File: config.mk
export PLATFORM = sky130hd
export DESIGN_NAME = vcmux_rr
export DESIGN_NICKNAME = d
export VERILOG_FILES = /design/src/rtl/vcmux_rr_pkg.sv /design/src/rtl/rr_arbiter.sv /design/src/rtl/vcmux_rr.sv
export SDC_FILE = /design/constraint.sdc
export NUM_CORES = 1
export LEC_CHECK = 0
export BUFFER_PORTS_ARGS = -buffer_cell sky130_fd_sc_hd__buf_2
export CAP_MARGIN = 20
export CORE_AREA = 2 2 140 142
export DETAILED_ROUTE_END_ITERATION = 10
export DIE_AREA = 0 0 142 144
export PLACE_DENSITY = 0.54
export SKIP_LAST_GASP = 1
export SYNTH_ARGS = -nofsm -noshare
export SYNTH_HDL_FRONTEND = slang
export SYNTH_HIERARCHICAL = 1
export SYNTH_SLANG_ARGS = --single-unit
File: constraint.sdc
create_clock -name clk -period 3 [get_ports clk]
set_clock_uncertainty 0.15 [all_clocks]
set_input_delay 0.45 -clock clk [delete_from_list [all_inputs] [get_ports clk]]
set_output_delay 0.45 -clock clk [all_outputs]
set_load 0.01 [all_outputs]
File: src/rtl/vcmux_rr_pkg.sv
// vcmux_rr_pkg: shared defaults, enable constants and one-hot decode for vcmux_rr
package vcmux_rr_pkg;
  localparam int NVCH_D = 4;
  localparam int DATAW_D = 64;
  localparam int PORTW_D = 3;
  localparam int VCHW_D = 2;
  localparam int CREDITS_D = 4;
  localparam int MAX_VCH = 32;
  localparam logic ENABLE = 1'b1;
  localparam logic DISABLE = 1'b0;
  function automatic int oh2bin(input logic [MAX_VCH-1:0] oh);
    int b;
    b = 0;
    for (int i = 0; i < MAX_VCH; i++) if (oh[i]) b = b | i;
    return b;
  endfunction
endpackage

File: src/rtl/rr_arbiter.sv
// rr_arbiter: one-hot grant to the first requester at or after ptr, wrapping
module rr_arbiter #(
  parameter int N = 4,
  parameter int W = 2
) (
  input  logic [N-1:0] req,
  input  logic [W-1:0] ptr,
  output logic [N-1:0] grant
);
  logic [W-1:0] idx;
  // scan downward so the surviving hit is the nearest requester from ptr
  always_comb begin
    grant = '0;
    idx = '0;
    for (int i = N - 1; i >= 0; i--) begin
      idx = W'((int'(ptr) + i) % N);
      if (req[idx]) grant = N'(1) << idx;
    end
  end
endmodule

File: src/rtl/vcmux_rr.sv
// vcmux_rr: round-robin VC output mux with packet locking; define VCMUX_CREDIT_EN for per-VC downstream credits
module vcmux_rr import vcmux_rr_pkg::*; #(
  parameter int NVCH = NVCH_D,
  parameter int DATAW = DATAW_D,
  parameter int PORTW = PORTW_D,
  parameter int VCHW = VCHW_D,
  parameter int CREDITS = CREDITS_D
) (
  input  logic                  clk,
  input  logic                  rst_,
  input  logic [NVCH-1:0]       ovalid_i,
  input  logic [NVCH*DATAW-1:0] odata_i,
  input  logic [NVCH-1:0]       req_i,
  input  logic [NVCH*PORTW-1:0] port_i,
  input  logic [NVCH-1:0]       credit_ret,
  output logic [NVCH-1:0]       ordy_o,
  output logic                  ovalid,
  output logic [DATAW-1:0]      odata,
  output logic [VCHW-1:0]       ovch,
  output logic                  req,
  output logic [PORTW-1:0]      port,
  output logic [NVCH-1:0]       vcsel
);
  logic [NVCH-1:0] last, arb, nxt;
  logic [VCHW-1:0] rrptr;
  logic [DATAW-1:0] dv [NVCH];
  logic [PORTW-1:0] pv [NVCH];
  logic any, credit_ok, eligible;
  int nb;
  for (genvar v = 0; v < NVCH; v++) begin : g_split
    assign dv[v] = odata_i[v*DATAW +: DATAW];
    assign pv[v] = port_i[v*PORTW +: PORTW];
  end
  rr_arbiter #(.N(NVCH), .W(VCHW)) u_arb (.req(req_i), .ptr(rrptr), .grant(arb));
  assign req = |(last & req_i);
  assign nxt = req ? last : arb;
  assign nb = oh2bin(MAX_VCH'(nxt));
  // grant register; pointer moves past a VC only when it newly wins
  always_ff @(posedge clk or posedge rst_)
    if (rst_) begin
      last <= '0;
      rrptr <= '0;
    end else begin
      last <= nxt;
      if (|nxt && nxt != last) rrptr <= VCHW'(nb == NVCH - 1 ? 0 : nb + 1);
    end
  assign any = |last;
  assign vcsel = last;
  assign ovch = VCHW'(oh2bin(MAX_VCH'(last)));
  assign odata = any ? dv[ovch] : '0;
  assign port = any ? pv[ovch] : '0;
  assign eligible = any & ovalid_i[ovch] & credit_ok;
  assign ovalid = eligible;
  assign ordy_o = eligible ? last : '0;
`ifdef VCMUX_CREDIT_EN
  localparam int CW = $clog2(CREDITS + 1);
  logic [CW-1:0] cnt [NVCH];
  assign credit_ok = (cnt[ovch] != '0) ? ENABLE : DISABLE;
  // per-VC credits: spend on an accepted flit, refill on return, saturating both ways
  always_ff @(posedge clk or posedge rst_)
    if (rst_) begin
      for (int v = 0; v < NVCH; v++) cnt[v] <= CW'(CREDITS);
    end else begin
      for (int v = 0; v < NVCH; v++)
        if (ordy_o[v] && !credit_ret[v] && cnt[v] != '0) cnt[v] <= cnt[v] - CW'(1);
        else if (credit_ret[v] && !ordy_o[v] && cnt[v] != CW'(CREDITS)) cnt[v] <= cnt[v] + CW'(1);
    end
`else
  logic unused_credit;
  assign credit_ok = ENABLE;
  assign unused_credit = ^{credit_ret, CREDITS[0]};
`endif
endmodule

Word level (Yosys, flattened, before mapping)
Index checks and enable logic that the tools add are counted.
{ "op_classes": {"add_sub_neg": 4, "magnitude_cmp": 6, "eq_ne": 2, "shift": 4, "n_mux": 31, "n_bitwise": 3, "n_reduce_logical": 4} }
{ "ops": {"columns": ["op", "n"], "rows": [
  ["$mux 64", 3],
  ["$bmux 64 s2", 1],
  ["$mux 4", 6],
  ["$shl 1x2->4 const A", 4],
  ["$lt 2x3->1 const B", 5],
  ["$reduce_or 4->1", 3],
  ["$bmux 1 s2", 5],
  ["$mux 2", 5],
  ["$mux 3", 3],
  ["$mux 1", 7],
  ["$bmux 3 s2", 1],
  ["$add 2x1->2 const B", 2],
  ["$add 2x2->2 const B", 2],
  ["$and 4x4->4", 1],
  ["$ne 4x4->1", 1],
  ["$ge 3x3->1 const B", 1],
  ["$not 2->3", 1],
  ["$eq 2x2->1 const B", 1],
  ["$and 1x1->1", 1],
  ["$logic_and 1x1->1", 1]
]} }
{ "word_totals": {"reg_bits": 6, "inputBits": 282, "output_inout_bits": 79} }

Depth between registers and ports, before layout
{ "logic_depth": {"ltp_word": 13, "ltp_mapped": 11, "depth_no_buf": 10} }

By module
Netlist, hierarchy kept.
{ "by_module_without_submodules": {"columns": ["mod", "n_inst", "cells_each", "area_per_inst_um2", "seq_area_each_um2"], "rows": [
  ["vcmux_rr", 1, 278, 2773.9, 150.1],
  ["rr_arbiter", 1, 47, 412.9, 0.0]
]} }

Worst setup path after synthesis
OpenSTA, ideal clock, no wires.
{ "synth_path": {"path_kind": "reg2reg", "startpoint": "reg rrptr[0]", "endpoint": "reg rrptr[0]", "setup_ns": 0.119, "arrival_time_ns": 2.509, "path_slack_ns": 0.222, "stages_incl_launch_ff": 11, "n_path_buf": 1, "synth_period_minus_slack_ns": 2.778, "path_cell_list": "dfrtp_1 buf_6 inv_1 ha_1 mux4_2 nor2b_1 o31ai_1 xnor2_1 a41oi_2 o21a_1 o21a_1"} }
{ "synth_between": {"word_cells_on_any_way": 29, "cone_classes": "add/sub (4); eq/ne (2); shift (4); mux (17); reduce/logical (2)"} }
{ "synth_rtl": {"columns": ["element", "line_no", "rtl"], "rows": [
  ["start: declaration", "vcmux_rr.sv:25", "logic [VCHW-1:0] rrptr;"],
  ["start signal: assignment", "vcmux_rr.sv:45", "if (|nxt && nxt != last) rrptr <= VCHW'(nb == NVCH - 1 ? 0 : nb + 1);"],
  ["$add 2x2->2", "rr_arbiter.sv:16", "idx = W'((int'(ptr) + i) % N);"],
  ["$bmux 1 s2", "rr_arbiter.sv:17", "if (req[idx]) grant = N'(1) << idx;"],
  ["$mux 1 (not written as such)", "rr_arbiter.sv:17", null],
  ["$mux 4 (3 in series)", "rr_arbiter.sv:17", null],
  ["$mux 4 *", "rr_arbiter.sv:17", null],
  ["via arb[0]", "vcmux_rr.sv:24", "logic [NVCH-1:0] last, arb, nxt;"],
  ["$mux 4 *", "vcmux_rr.sv:36", "assign nxt = req ? last : arb;"],
  ["$ne 4x4->1 / $reduce_or 4->1 (equally long branches)", "vcmux_rr.sv:45", null],
  ["$logic_and 1x1->1 *", "vcmux_rr.sv:45", null]
]} }
Mark *: on every way through the listed nets, which the timed path passes. The rest lies on a longest branch. The select of a mux whose other input is x is not followed.
A chain may end at the register's enable or synchronous reset.

Final worst setup path
{ "layout_path": {"startpoint": "reg rrptr[1]", "endpoint": "reg rrptr[0]"} }
{ "layout_between": {"word_cells_on_any_way": 29, "cone_classes": "add/sub (4); eq/ne (2); shift (4); mux (17); reduce/logical (2)"} }
{ "layout_rtl": {"columns": ["element", "line_no", "rtl"], "rows": [
  ["$add 2x2->2", "rr_arbiter.sv:16", null],
  ["$bmux 1 s2", "rr_arbiter.sv:17", null],
  ["$mux 1 (not written as such)", "rr_arbiter.sv:17", null],
  ["$mux 4 (3 in series)", "rr_arbiter.sv:17", null],
  ["$mux 4 *", "rr_arbiter.sv:17", null],
  ["via arb[2]", "vcmux_rr.sv:24", null],
  ["$mux 4 *", "vcmux_rr.sv:36", null],
  ["$mux 2 (2 in series)", "vcmux_rr_pkg.sv:14", "for (int i = 0; i < MAX_VCH; i++) if (oh[i]) b = b | i;"],
  ["$eq 2x2->1", "vcmux_rr.sv:45", null],
  ["$mux 2", "vcmux_rr.sv:45", null]
]} }
Marked as above.

==> impl_metrics.toml <==
[pwr]
powerDensity_nw_per_um2 = 1087
power_mw = 5.734
leakagePower_nw = 2.636
peakVddDrop_mv = 0.6046

[outcome]
failed_checks = "negative hold slack"
outcome = "finished, violations left"

[logic_synthesis]
netlist_top_cells_area = "a221oi_2, mux2i_1, a21oi_1"
synth_area_sq_um = 3187
avgSynthCellArea_sq_um = 9.806
syn_inst = 325
synth_top_cell_by_area = "a221oi_2"
synth_seq_cells = 6
yosys_warnings = 6
synth_cell_types = 39
netlist.area_leader.share_pct = 31.57
ys_seq_area_share_pct = 4.711
syn_nets = 615

[floorplanning]
io_pins = 361
initial_utilization_pct = 16.70
rows = 51
fp.coreArea_sq_um = 19080
die_w_microns = 142
die_height_microns = 144
dieArea_sq_um = 20450

[global_routing]
overflow = 0
grt_max_degree = 48
grt_pass1_wl_microns = 19200
antenna_found_initial = 0
track_usage_pct = 11.53
met3_usage_pct = 1.623
use_met1_pct = 15.63
busiest_layer = "met2"
grt_pass1_vias = 3730
met2_usage_pct = 19.86

[sta]
setup_viol = 0
grt_setup_unrepaired = "false"
holdWs_ps = -9.658
drv_slew = 0
worstMarginPinSlew_ps = 558.5
finalHoldViolCount = 6
slew_headroom_pct = 62.76
fin_ws_ps = 322.0
period_minus_slack_ps = 2678
timing.setup.tns_ps = 0
period_share_pct = 89.27
max_freq_mhz = 373.4

[clocking]
post_cts_buffers = 0
clockRootBuffer = "clkbuf_16"
cts_buffer_depth = 2
cts_resized = 0
cts_buffers = 3
cts_max_level = 1
cts-hold-fix-buffers = 0
clk_pin_slew_ps = 30
cts_tree = "yes"
clk_latency_ps = 230
clock_sinks = 6

[worst_setup_path]
required_ps = 2960
cpMostUsedCell = "o21a_1"
setup.worst_path.end_class = "flip-flop"
worstReg2RegEnd = "rrptr[0]"
path_class = "reg2reg"
crit_path_cell_trace = "inv_1 > ha_1 > mux4_2 > nand2b_4 > o22ai_1 > a31oi_1 > xnor2_1 > a41oi_2 > o21a_1 > o21a_1"
ff2ff_setup_slack_ps = 320
max_stage_delay_ps = 400
crit_fanout = 5
cp.arrival_ps = 2640
r2r-start = "rrptr[1]"
start_kind = "flip-flop"
r2r_cells = 10
cp_slowest_cell = "a31oi_1"

[final_layout]
syn2layout_area_growth_pct = 65.57
ff_latch_area_sq_um = 153.9
finalNetCount = 954
layout_commonest_cell = "buf_2"
layout_common_cells = "buf_2, mux2i_1, a221oi_2"
multi_input_area_sq_um = 2731
final_util_pct = 27.65
diodes = 0
final_cells = 901
fill_cells = 2070
drive_gt1_share_pct = 72.25

[placed_design]
dpl_worst_slack_ps = 302.8
io_buffers = 356
dp.cells = 897
place.gp.congestion = 0.7733
hpwl_microns = 11450

[route]
wl_per_cell_microns = 15.62
drc = 0
ant_nets = 0
dr.first_iter.drc_count = 132
viasPerCell = 4.582
routed_wl_microns = 14080
vias = 4128
dr.pass1.iters = 4

[job]
max_cap_violations = 0

[min_path]
hp-class = "in2async"
metrics by stage:
| step | area (sq um) | hold WS (ps) |
|---|---|---|
| floorplan | 3187 | 90.96 |
| global placement | 5197 | 234.0 |
| detailed placement | 5197 | 243.0 |
| CTS | 5276 | 2.442 |
| global route | 5276 | 15.12 |
| finish | 5276 | -9.658 |
worst max-delay path, delay by kind of cell, from the launching register on:
kind	cells	cell delay (ps)
xor+xnor	1	190
compound gates	5	970
flops	1	340
simple gates	1	110
buf+inv	1	90
mux	1	380
fa+ha+maj	1	350
where the power goes:
group	internal (mW)	switching (mW)	total, mW
logic	2.34	2.93	5.27
clock network	0.177	0.0486	0.225
registers	0.131	0.108	0.239
Yosys cell counts:
cell	count
inv_1	5
nor3b_1	1
o21a_1	2
a211oi_1	1
o31ai_1	1
nor2_4	1
or2_1	1
buf_1	1
nor2_1	2
a21oi_1	47
or2b_1	1
a41oi_2	1
ha_1	8
buf_2	15
buf_6	13
nand2_1	10
buf_4	7
a31oi_1	4
o21ai_1	1
nand2b_1	1
nand2_2	1
nor2b_2	1
mux4_2	4
and2_1	3
a221oi_2	67
a22oi_1	1
nand2b_4	1
dfrtp_1	6
mux2_1	4
nor2b_1	3
a22oi_2	1
xnor2_1	4
clkbuf_1	4
a221oi_1	1
a21oi_2	21
inv_2	1
mux2i_1	73
nor4b_1	1
o22ai_1	5
registers in the layout, indices dropped and copies added, names as in the netlist:
register	flops
rrptr	2
vcsel	4
area by class of cell:
| cell class | instances | area share [%] |
|---|---|---|
| multi-input cells | 273 | 51.77 |
| repair buffers | 374 | 37.75 |
| well taps | 238 | 5.644 |
| flip-flops and latches | 6 | 2.917 |
| clock buffers | 4 | 1.494 |
| inverters | 6 | 0.4268 |
worst max path at each step:
stage / startpoint / end / slack, ps / cells past startpoint
floorplan: rrptr[0] / rrptr[0] / 220 / 10
global placement: req_i[1] / rrptr[0] / 340 / 9
detailed placement: req_i[1] / rrptr[0] / 300 / 9
CTS: rrptr[1] / rrptr[0] / 310 / 10
global route: rrptr[0] / rrptr[1] / 130 / 10
finish: rrptr[1] / rrptr[0] / 320 / 10
kinds of logic (layout without fill, tap and decap cells):
group,after synthesis,count (layout),synth area share (%)
AOI/OAI and AO/OA,153,153,49.00
xor gates and xnor gates,4,4,1.099
adders and majority gates,8,8,3.141
buffers and inverters,46,384,9.894
DFF,6,6,4.711
muxes,81,81,27.17
and+or+nand+nor,27,27,4.987
per-layer routing:
metal  part of all wire, %  routed length (microns)  vias to the layer above
li1                      -                        -                     2017
met1                    44                     6177                     1921
met2                    49                     6913                      186
met3                   6.7                      942                        4
met4                  0.32                       45                        0
met5                     0                        0                        -
Note: power is estimated with default switching activity, not from simulation.
